[src/rtl/wordle_scorer.sv]
// Wordle scorer: greens then yellows, one letter per cycle, result stored in a 6-row colour board.
// Latency: 11 cycles from accepted start to the done pulse. start is ignored while busy and never queued.
module wordle_scorer #(
    parameter int NUM_LETTERS = 5,
    parameter int NUM_ROWS    = 6,
    parameter int LETTER_W    = 8
) (
    input  logic                            Clk,
    input  logic                            reset,
    input  logic                            start,
    input  logic [NUM_LETTERS*LETTER_W-1:0] guess,
    input  logic [NUM_LETTERS*LETTER_W-1:0] answer,
    input  logic [2:0]                      row,
    input  logic                            clear_board,
    output logic                            busy,
    output logic                            done,
    output logic [2*NUM_LETTERS-1:0]        colors,
    output logic                            win,
    input  logic [2:0]                      rd_row,
    output logic [2*NUM_LETTERS-1:0]        rd_colors
);

    localparam int WORD_W = NUM_LETTERS * LETTER_W;
    localparam int COL_W  = 2 * NUM_LETTERS;
    localparam logic [2:0] LAST_IDX = 3'(NUM_LETTERS - 1);
    localparam logic [2:0] ROW_MAX  = 3'(NUM_ROWS - 1);
    localparam logic [1:0] C_GREEN  = 2'b10;
    localparam logic [1:0] C_YELLOW = 2'b01;

    typedef enum logic [1:0] {IDLE, GREEN, YELLOW, DONE} state_t;

    state_t                 state, state_nxt;
    logic [2:0]             idx;
    logic [WORD_W-1:0]      guess_q;
    logic [WORD_W-1:0]      answer_q;
    logic [2:0]             row_q;
    logic [NUM_LETTERS-1:0] used;
    logic [COL_W-1:0]       board [NUM_ROWS];

    logic                   accept;
    logic [LETTER_W-1:0]    g_cur;
    logic [LETTER_W-1:0]    a_cur;
    logic [1:0]             col_cur;
    logic                   yel_hit;
    logic [NUM_LETTERS-1:0] yel_mask;
    logic [COL_W-1:0]       colors_nxt;
    logic [NUM_LETTERS-1:0] used_nxt;
    logic                   all_green;

    assign accept = (state == IDLE) && start && (row <= ROW_MAX);

    // Letter 0 occupies the most significant byte, so index k maps to slot NUM_LETTERS-1-k.
    always_comb begin
        g_cur   = '0;
        a_cur   = '0;
        col_cur = '0;
        for (int k = 0; k < NUM_LETTERS; k++) begin
            if (idx == 3'(k)) begin
                g_cur   = guess_q[(NUM_LETTERS-1-k)*LETTER_W +: LETTER_W];
                a_cur   = answer_q[(NUM_LETTERS-1-k)*LETTER_W +: LETTER_W];
                col_cur = colors[(NUM_LETTERS-1-k)*2 +: 2];
            end
        end
    end

    // Descending scan so the lowest unclaimed matching answer letter is the one kept.
    always_comb begin
        yel_hit  = 1'b0;
        yel_mask = '0;
        for (int j = NUM_LETTERS - 1; j >= 0; j--) begin
            if (!used[j] && answer_q[(NUM_LETTERS-1-j)*LETTER_W +: LETTER_W] == g_cur) begin
                yel_hit     = 1'b1;
                yel_mask    = '0;
                yel_mask[j] = 1'b1;
            end
        end
    end

    always_comb begin
        colors_nxt = colors;
        used_nxt   = used;
        for (int k = 0; k < NUM_LETTERS; k++) begin
            if (idx == 3'(k)) begin
                if (state == GREEN && g_cur == a_cur) begin
                    colors_nxt[(NUM_LETTERS-1-k)*2 +: 2] = C_GREEN;
                    used_nxt[k]                          = 1'b1;
                end else if (state == YELLOW && col_cur != C_GREEN && yel_hit) begin
                    colors_nxt[(NUM_LETTERS-1-k)*2 +: 2] = C_YELLOW;
                    used_nxt                             = used | yel_mask;
                end
            end
        end
    end

    always_comb begin
        all_green = 1'b1;
        for (int k = 0; k < NUM_LETTERS; k++) begin
            if (colors[k*2 +: 2] != C_GREEN) begin
                all_green = 1'b0;
            end
        end
    end

    always_comb begin
        state_nxt = state;
        case (state)
            IDLE:    if (accept) state_nxt = GREEN;
            GREEN:   if (idx == LAST_IDX) state_nxt = YELLOW;
            YELLOW:  if (idx == LAST_IDX) state_nxt = DONE;
            DONE:    state_nxt = IDLE;
            default: state_nxt = IDLE;
        endcase
    end

    always_ff @(posedge Clk or posedge reset) begin
        if (reset) begin
            state <= IDLE;
        end else begin
            state <= state_nxt;
        end
    end

    always_ff @(posedge Clk or posedge reset) begin
        if (reset) begin
            idx      <= '0;
            guess_q  <= '0;
            answer_q <= '0;
            row_q    <= '0;
            used     <= '0;
            busy     <= 1'b0;
            done     <= 1'b0;
            colors   <= '0;
            win      <= 1'b0;
        end else begin
            done <= 1'b0;
            case (state)
                IDLE: begin
                    if (accept) begin
                        guess_q  <= guess;
                        answer_q <= answer;
                        row_q    <= row;
                        used     <= '0;
                        colors   <= '0;
                        win      <= 1'b0;
                        idx      <= '0;
                        busy     <= 1'b1;
                    end
                end
                GREEN, YELLOW: begin
                    colors <= colors_nxt;
                    used   <= used_nxt;
                    idx    <= (idx == LAST_IDX) ? 3'd0 : idx + 3'd1;
                end
                DONE: begin
                    done <= 1'b1;
                    win  <= all_green;
                    busy <= 1'b0;
                end
                default: ;
            endcase
        end
    end

    // The scoring write is ordered after the clear so it wins on a collision.
    always_ff @(posedge Clk or posedge reset) begin
        if (reset) begin
            for (int r = 0; r < NUM_ROWS; r++) begin
                board[r] <= '0;
            end
        end else begin
            for (int r = 0; r < NUM_ROWS; r++) begin
                if (clear_board) begin
                    board[r] <= '0;
                end
                if (state == DONE && row_q == 3'(r)) begin
                    board[r] <= colors;
                end
            end
        end
    end

    always_comb begin
        rd_colors = '0;
        for (int r = 0; r < NUM_ROWS; r++) begin
            if (rd_row == 3'(r)) begin
                rd_colors = board[r];
            end
        end
    end

    a_done_single: assert property (@(posedge Clk) disable iff (reset) done |=> !done);
    a_idle_not_busy: assert property (@(posedge Clk) disable iff (reset) (state == IDLE) |-> !busy);

endmodule

[config.mk]
export PLATFORM = sky130hd
export DESIGN_NAME = wordle_scorer
export DESIGN_NICKNAME = d
export VERILOG_FILES = /design/src/rtl/wordle_scorer.sv
export SDC_FILE = /design/constraint.sdc
export NUM_CORES = 1
export LEC_CHECK = 0
export ABC_AREA = 1
export BUFFER_PORTS_ARGS = -buffer_cell sky130_fd_sc_hd__buf_2
export CAP_MARGIN = 25
export CELL_PAD_IN_SITES_DETAIL_PLACEMENT = 0
export CELL_PAD_IN_SITES_GLOBAL_PLACEMENT = 1
export CORE_AREA = 8 8 145 161
export CTS_CLUSTER_DIAMETER = 60
export DETAILED_ROUTE_END_ITERATION = 8
export DIE_AREA = 0 0 153 169
export GPL_TIMING_DRIVEN = 0
export PLACE_DENSITY = 0.85
export SYNTH_ARGS = -nofsm -noshare
export SYNTH_HDL_FRONTEND = slang
export SYNTH_SLANG_ARGS = --single-unit
[constraint.sdc]
create_clock -name Clk -period 7.2 [get_ports Clk]
set_clock_uncertainty 0.15 [all_clocks]
set_input_delay 1.08 -clock Clk [delete_from_list [all_inputs] [get_ports Clk]]
set_output_delay 1.08 -clock Clk [all_outputs]
set_load 0.005 [all_outputs]
Word level (Yosys, flattened, before mapping)
Index checks and enable logic that the tools add are counted.
{"block": "word_totals", "regBits": 166, "out_inout_bits": 23, "elab_cells": 193, "input_bits": 90}
{"block": "classes", "n_addsub": 1, "n_reduce_logical": 43, "order_cmp": 1, "n_eq_ne": 38, "mux": 89, "bitwise_logic": 1}
{"operator": "10-bit two-way mux", "n": 14}
{"operator": "5-bit two-way mux", "n": 16}
{"operator": "8-bit two-way mux", "n": 10}
{"operator": "8-bit == test", "n": 6}
{"operator": "2-bit two-way mux", "n": 17}
{"operator": "2-bit inequality test, second input constant", "n": 13}
{"operator": "1-bit two-way mux", "n": 20}
{"operator": "10-bit one-hot mux with 2 select lines", "n": 1}
{"operator": "4-bit AND reduction", "n": 5}
{"operator": "3-bit by 2-bit == test with 1-bit output, second input constant", "n": 6}
{"operator": "1-bit logical AND", "n": 16}
{"operator": "2-bit nonzero test", "n": 8}
{"operator": "3-bit == test, second input constant", "n": 5}
{"operator": "3-bit two-way mux", "n": 4}
{"operator": "5-bit one-hot mux with 2 select lines", "n": 1}
{"operator": "3-bit by 1-bit == test with 1-bit output, second input constant", "n": 3}
{"operator": "3-bit zero test", "n": 3}
{"operator": "4-bit two-way mux", "n": 2}
{"operator": "2-bit one-hot mux with 4 select lines", "n": 1}
{"operator": "3-bit one-hot mux with 2 select lines", "n": 1}
{"operator": "2-bit AND reduction", "n": 3}
{"operator": "1-bit zero test", "n": 5}
{"operator": "5-bit OR", "n": 1}
{"operator": "2-bit == test, second input constant", "n": 2}
{"operator": "other kinds (9)", "n": 10}

Depth between registers and ports, before layout
{"block": "logic_depth", "word_depth": 30, "depth_mapped": 24, "depth_no_buf": 24}

Worst setup path before layout
No wires, ideal clock.
{"block": "synth_timing", "path_kind": "input-to-output", "startpoint": "in rd_row[0]", "endpoint": "out rd_colors[3]", "stages": 4, "slack_ps": 4098, "required_time_ps": 5970, "n_path_buf": 0, "t_arrival_ps": 1872, "path_cell_list": "inv_1 -> nor3_1 -> inv_1 -> o21ai_0"}
{"block": "synth_between", "elab_chain_cells": 7, "word_cells_on_any_way": 12, "cone_classes": "eq/ne: 5; mux: 6; reduce/logical: 1"}
{"element": "start, declared", "line": "19", "text": "input logic [2:0] rd_row,"}
{"element": "3-bit zero test", "line": "185", "text": "if (rd_row == 3'(r)) begin"}
{"element": "10-bit two-way mux (5 in a row)", "line": "185"}
{"element": "10-bit two-way mux (*)", "line": "185"}
{"element": "end, declared", "line": "20", "text": "output logic [2*NUM_LETTERS-1:0] rd_colors"}
Every way passes the cells marked *; elsewhere a longest branch is shown, timed or not.

Worst setup path in the final report
{"block": "layout_timing", "startpoint": "in rd_row[0]", "endpoint": "out rd_colors[5]"}
The elaborated chain is that of the path after synthesis.

==> impl_metrics.csv <==
group,metric,value,unit
die,fp.dieW,153,um
sta,period_needed,3860,ps
outcome,status,"completed",
drt,num_vias,8246,
critical_path,r2r_end,"colors[7]",
place,port_buffers,112,
critical_path,rr_startpoint,"idx[0]",
clock_network,cts.path.max_buffers,2,
pwr,vdd_drop_max,0.210,mV
synth,syn_area_per_cell,7.50,um^2
critical_path,end_kind,"output port",
finish,layout.cells.non_filler,1569,
place,dp.cells,1537,
synth,synth.largest_area_cell,"dfrtp_1",
run,maxCapViolCount,0,
critical_path,cp-start-kind,"input port",
sta,rsz0062_at_grt,"false",
die,rows,56,
drt,final_antenna_net_count,0,
clock_network,cts_resized,0,
critical_path,cp_data_arrival_time,2630,ps
drt,wl_per_cell,17.3,um
synth,yosysUniqueCellTypes,34,
drt,firstDrtPassIters,5,
global_routing,grt_overflow,0,
sta,slew_headroom,0.319,
clock_network,numCtsBuffers,17,
critical_path,worstPathRequired,5970,ps
global_routing,antenna_found_initial,0,
sta,clock.fmax,259,MHz
sta,worst_pin_slew,1010,ps
synth,synthCells,1163,
sta,fin_setup_tns,0,ps
global_routing,grt_max_degree,122,
pwr,p_per_area,451,nW/um^2
sta,hold_viol,0,
synth,synth.area.top_cells,"dfrtp_1, nand2_1, inv_1, o21ai_0, o22ai_1",
drt,drt_iter0_drc,531,
place,place.gp.congestion,0.911,
clock_network,cts_setup_buffers,0,
global_routing,grt_usage,0.212,
place,place_hpwl,20300,um
synth,synth_area,8730,um^2
synth,synth_warnings,0,
die,core,20800,um^2
critical_path,critPathCapture,"rd_colors[5]",
sta,period_share,0.536,
die,initial_core_util,0.419,
finish,seq_area,4150,um^2
drt,route.detailed.drc,0,
clock_network,cts_hold_buf,0,
global_routing,grt_pass1_wl,43000,um
clock_network,cts_num_sinks,166,
die,die_area,25900,um^2
finish,fillerInstances,2100,
sta,slew_viol_final,0,
clock_network,clk_pin_slew,80,ps
clock_network,insertion_delay,440,ps
finish,multiInputGateArea,3860,um^2
synth,syn-num-nets,1263,
finish,design_area,10300,um^2
synth,synth-async-reset-ratio,1.00,
global_routing,grt_pass1_vias,8170,
place,placed_area,9650,um^2
finish,n_antenna_cell,0,
drt,viasPerCell,5.26,
die,io_pins,113,
synth,synth_top_area_frac,0.476,
critical_path,cp-startpoint,"rd_row[0]",
finish,area_growth,17.8,%
min_path,hp-class,"flip-flop to flip-flop",
synth,synth-main-ff-cell,"dfrtp_1",
clock_network,h-tree-depth,4,
synth,ys_ff_latch,166,
finish,utilization,0.494,
clock_network,root_buffer,"clkbuf_16",
pwr,p_leak,5.23,nW
sta,finalSetupViolCount,0,
critical_path,rr_worst_depth,20,
critical_path,worst-path-max-fanout,7,
synth,yosysSeqAreaShare,0.476,
clock_network,cts_tree,"built",
drt,routed_wirelength,27100,um
synth,synth_edf_count,0,
critical_path,rrSetupSlack,3620,ps
finish,drive_above_1_share,0.151,
critical_path,path_class,"input port to output port",
finish,nets,1395,
die,die_h,169,um
pwr,total_power,4.64,mW
logic make-up after synthesis:
| group | synth area share |
|---|---|
| xor+xnor | 0.00903 |
| fa+ha+maj | 0.0143 |
| buf+inv | 0.0817 |
| flops | 0.476 |
| compound gates | 0.143 |
| simple gates | 0.275 |
Yosys cell counts (3+ instances only):
| cell | instances |
|---|---|
| xor2_1 | 9 |
| nor2_1 | 76 |
| clkbuf_1 | 22 |
| o21ai_0 | 84 |
| nand3_2 | 3 |
| buf_6 | 3 |
| o21ai_1 | 16 |
| a211oi_1 | 6 |
| o221ai_1 | 4 |
| buf_2 | 6 |
| nand3b_1 | 3 |
| inv_1 | 127 |
| nand3_1 | 62 |
| nor3_1 | 8 |
| o211ai_1 | 9 |
| nand4_1 | 18 |
| nand2_1 | 396 |
| o22ai_1 | 59 |
| dfrtp_1 | 166 |
| nand2_2 | 13 |
| ha_1 | 10 |
| a21oi_2 | 8 |
| buf_1 | 6 |
| a21oi_1 | 24 |
| buf_4 | 3 |
| inv_2 | 12 |
| a31oi_1 | 3 |
routing by layer:
layer  part of all wire  up-vias  track usage  wire, um
met5                  0        -            0         0
li1                   -     4051            -         -
met4              0.026        0       0.0818       710
met3              0.061       46       0.0360      1650
met2               0.48      291        0.354     13000
met1               0.43     3858        0.271     11800
cells in the final DEF, fill, tap and decap left out, types with 2 or more instances in the layout:
| cell | instances |
|---|---|
| a211oi_1 | 6 |
| a21oi_1 | 24 |
| a21oi_2 | 8 |
| a31oi_1 | 3 |
| buf_1 | 6 |
| buf_2 | 118 |
| buf_4 | 3 |
| buf_6 | 3 |
| clkbuf_1 | 22 |
| clkbuf_16 | 17 |
| clkinv_8 | 4 |
| dfrtp_1 | 166 |
| ha_1 | 10 |
| inv_1 | 126 |
| inv_2 | 12 |
| inv_6 | 2 |
| inv_8 | 6 |
| nand2_1 | 396 |
| nand2_2 | 13 |
| nand3_1 | 62 |
| nand3_2 | 3 |
| nand3b_1 | 3 |
| nand4_1 | 18 |
| nor2_1 | 76 |
| nor3_1 | 8 |
| o211ai_1 | 9 |
| o21ai_0 | 84 |
| o21ai_1 | 16 |
| o221ai_1 | 4 |
| o22ai_1 | 59 |
| xor2_1 | 9 |
state kept, by name (all words and copies together), names as in the netlist:
signal	cells
state	2
done	1
used	5
board	60
colors	10
win	1
row_q	3
answer_q	40
guess_q	40
idx	3
busy	1
per-stage QoR:
| step | hold WS [ps] | setup slack (ps) |
|---|---|---|
| 6_report | 332 | 3340 |
| 5_1_grt | 349 | 3180 |
| 4_1_cts | 335 | 3310 |
| 3_5_place_dp | 315 | 3230 |
| 3_3_place_gp | 313 | -496 |
| 2_1_floorplan | 299 | 1480 |
worst max-delay path: stages:
cell,delay [ps]
buf_2,110
inv_1,50
nor3_1,810
inv_1,220
o21ai_0,220
buf_2,140
report_power, final:
part	switching [mW]	internal, mW	leakage (nW)
sequential	0.201	1.22	2.17
combinational	1.55	0.705	2.76
clock	0.454	0.507	0.302
worst min-delay path by stage:
| stage | startpoint | to | slack [ps] | depth (start not counted) |
|---|---|---|---|---|
| 2_1_floorplan | guess_q[16] | guess_q[16] | 300 | 2 |
| 3_3_place_gp | guess_q[23] | guess_q[23] | 310 | 2 |
| 3_5_place_dp | guess_q[7] | guess_q[7] | 320 | 2 |
| 4_1_cts | guess_q[7] | guess_q[7] | 330 | 2 |
| 5_1_grt | guess_q[25] | guess_q[25] | 350 | 2 |
| 6_report | guess_q[38] | guess_q[38] | 330 | 2 |
cell type report:
type	instances	area share
clock inverter	15	0.0196
timing repair buffer	113	0.0572
sequential	166	0.404
inverter	139	0.0515
tap	261	0.0318
clock buffer	17	0.0414
buffer	40	0.0186
multi-input combinational	818	0.376
No activity file was read; power rests on OpenSTA's default activity.
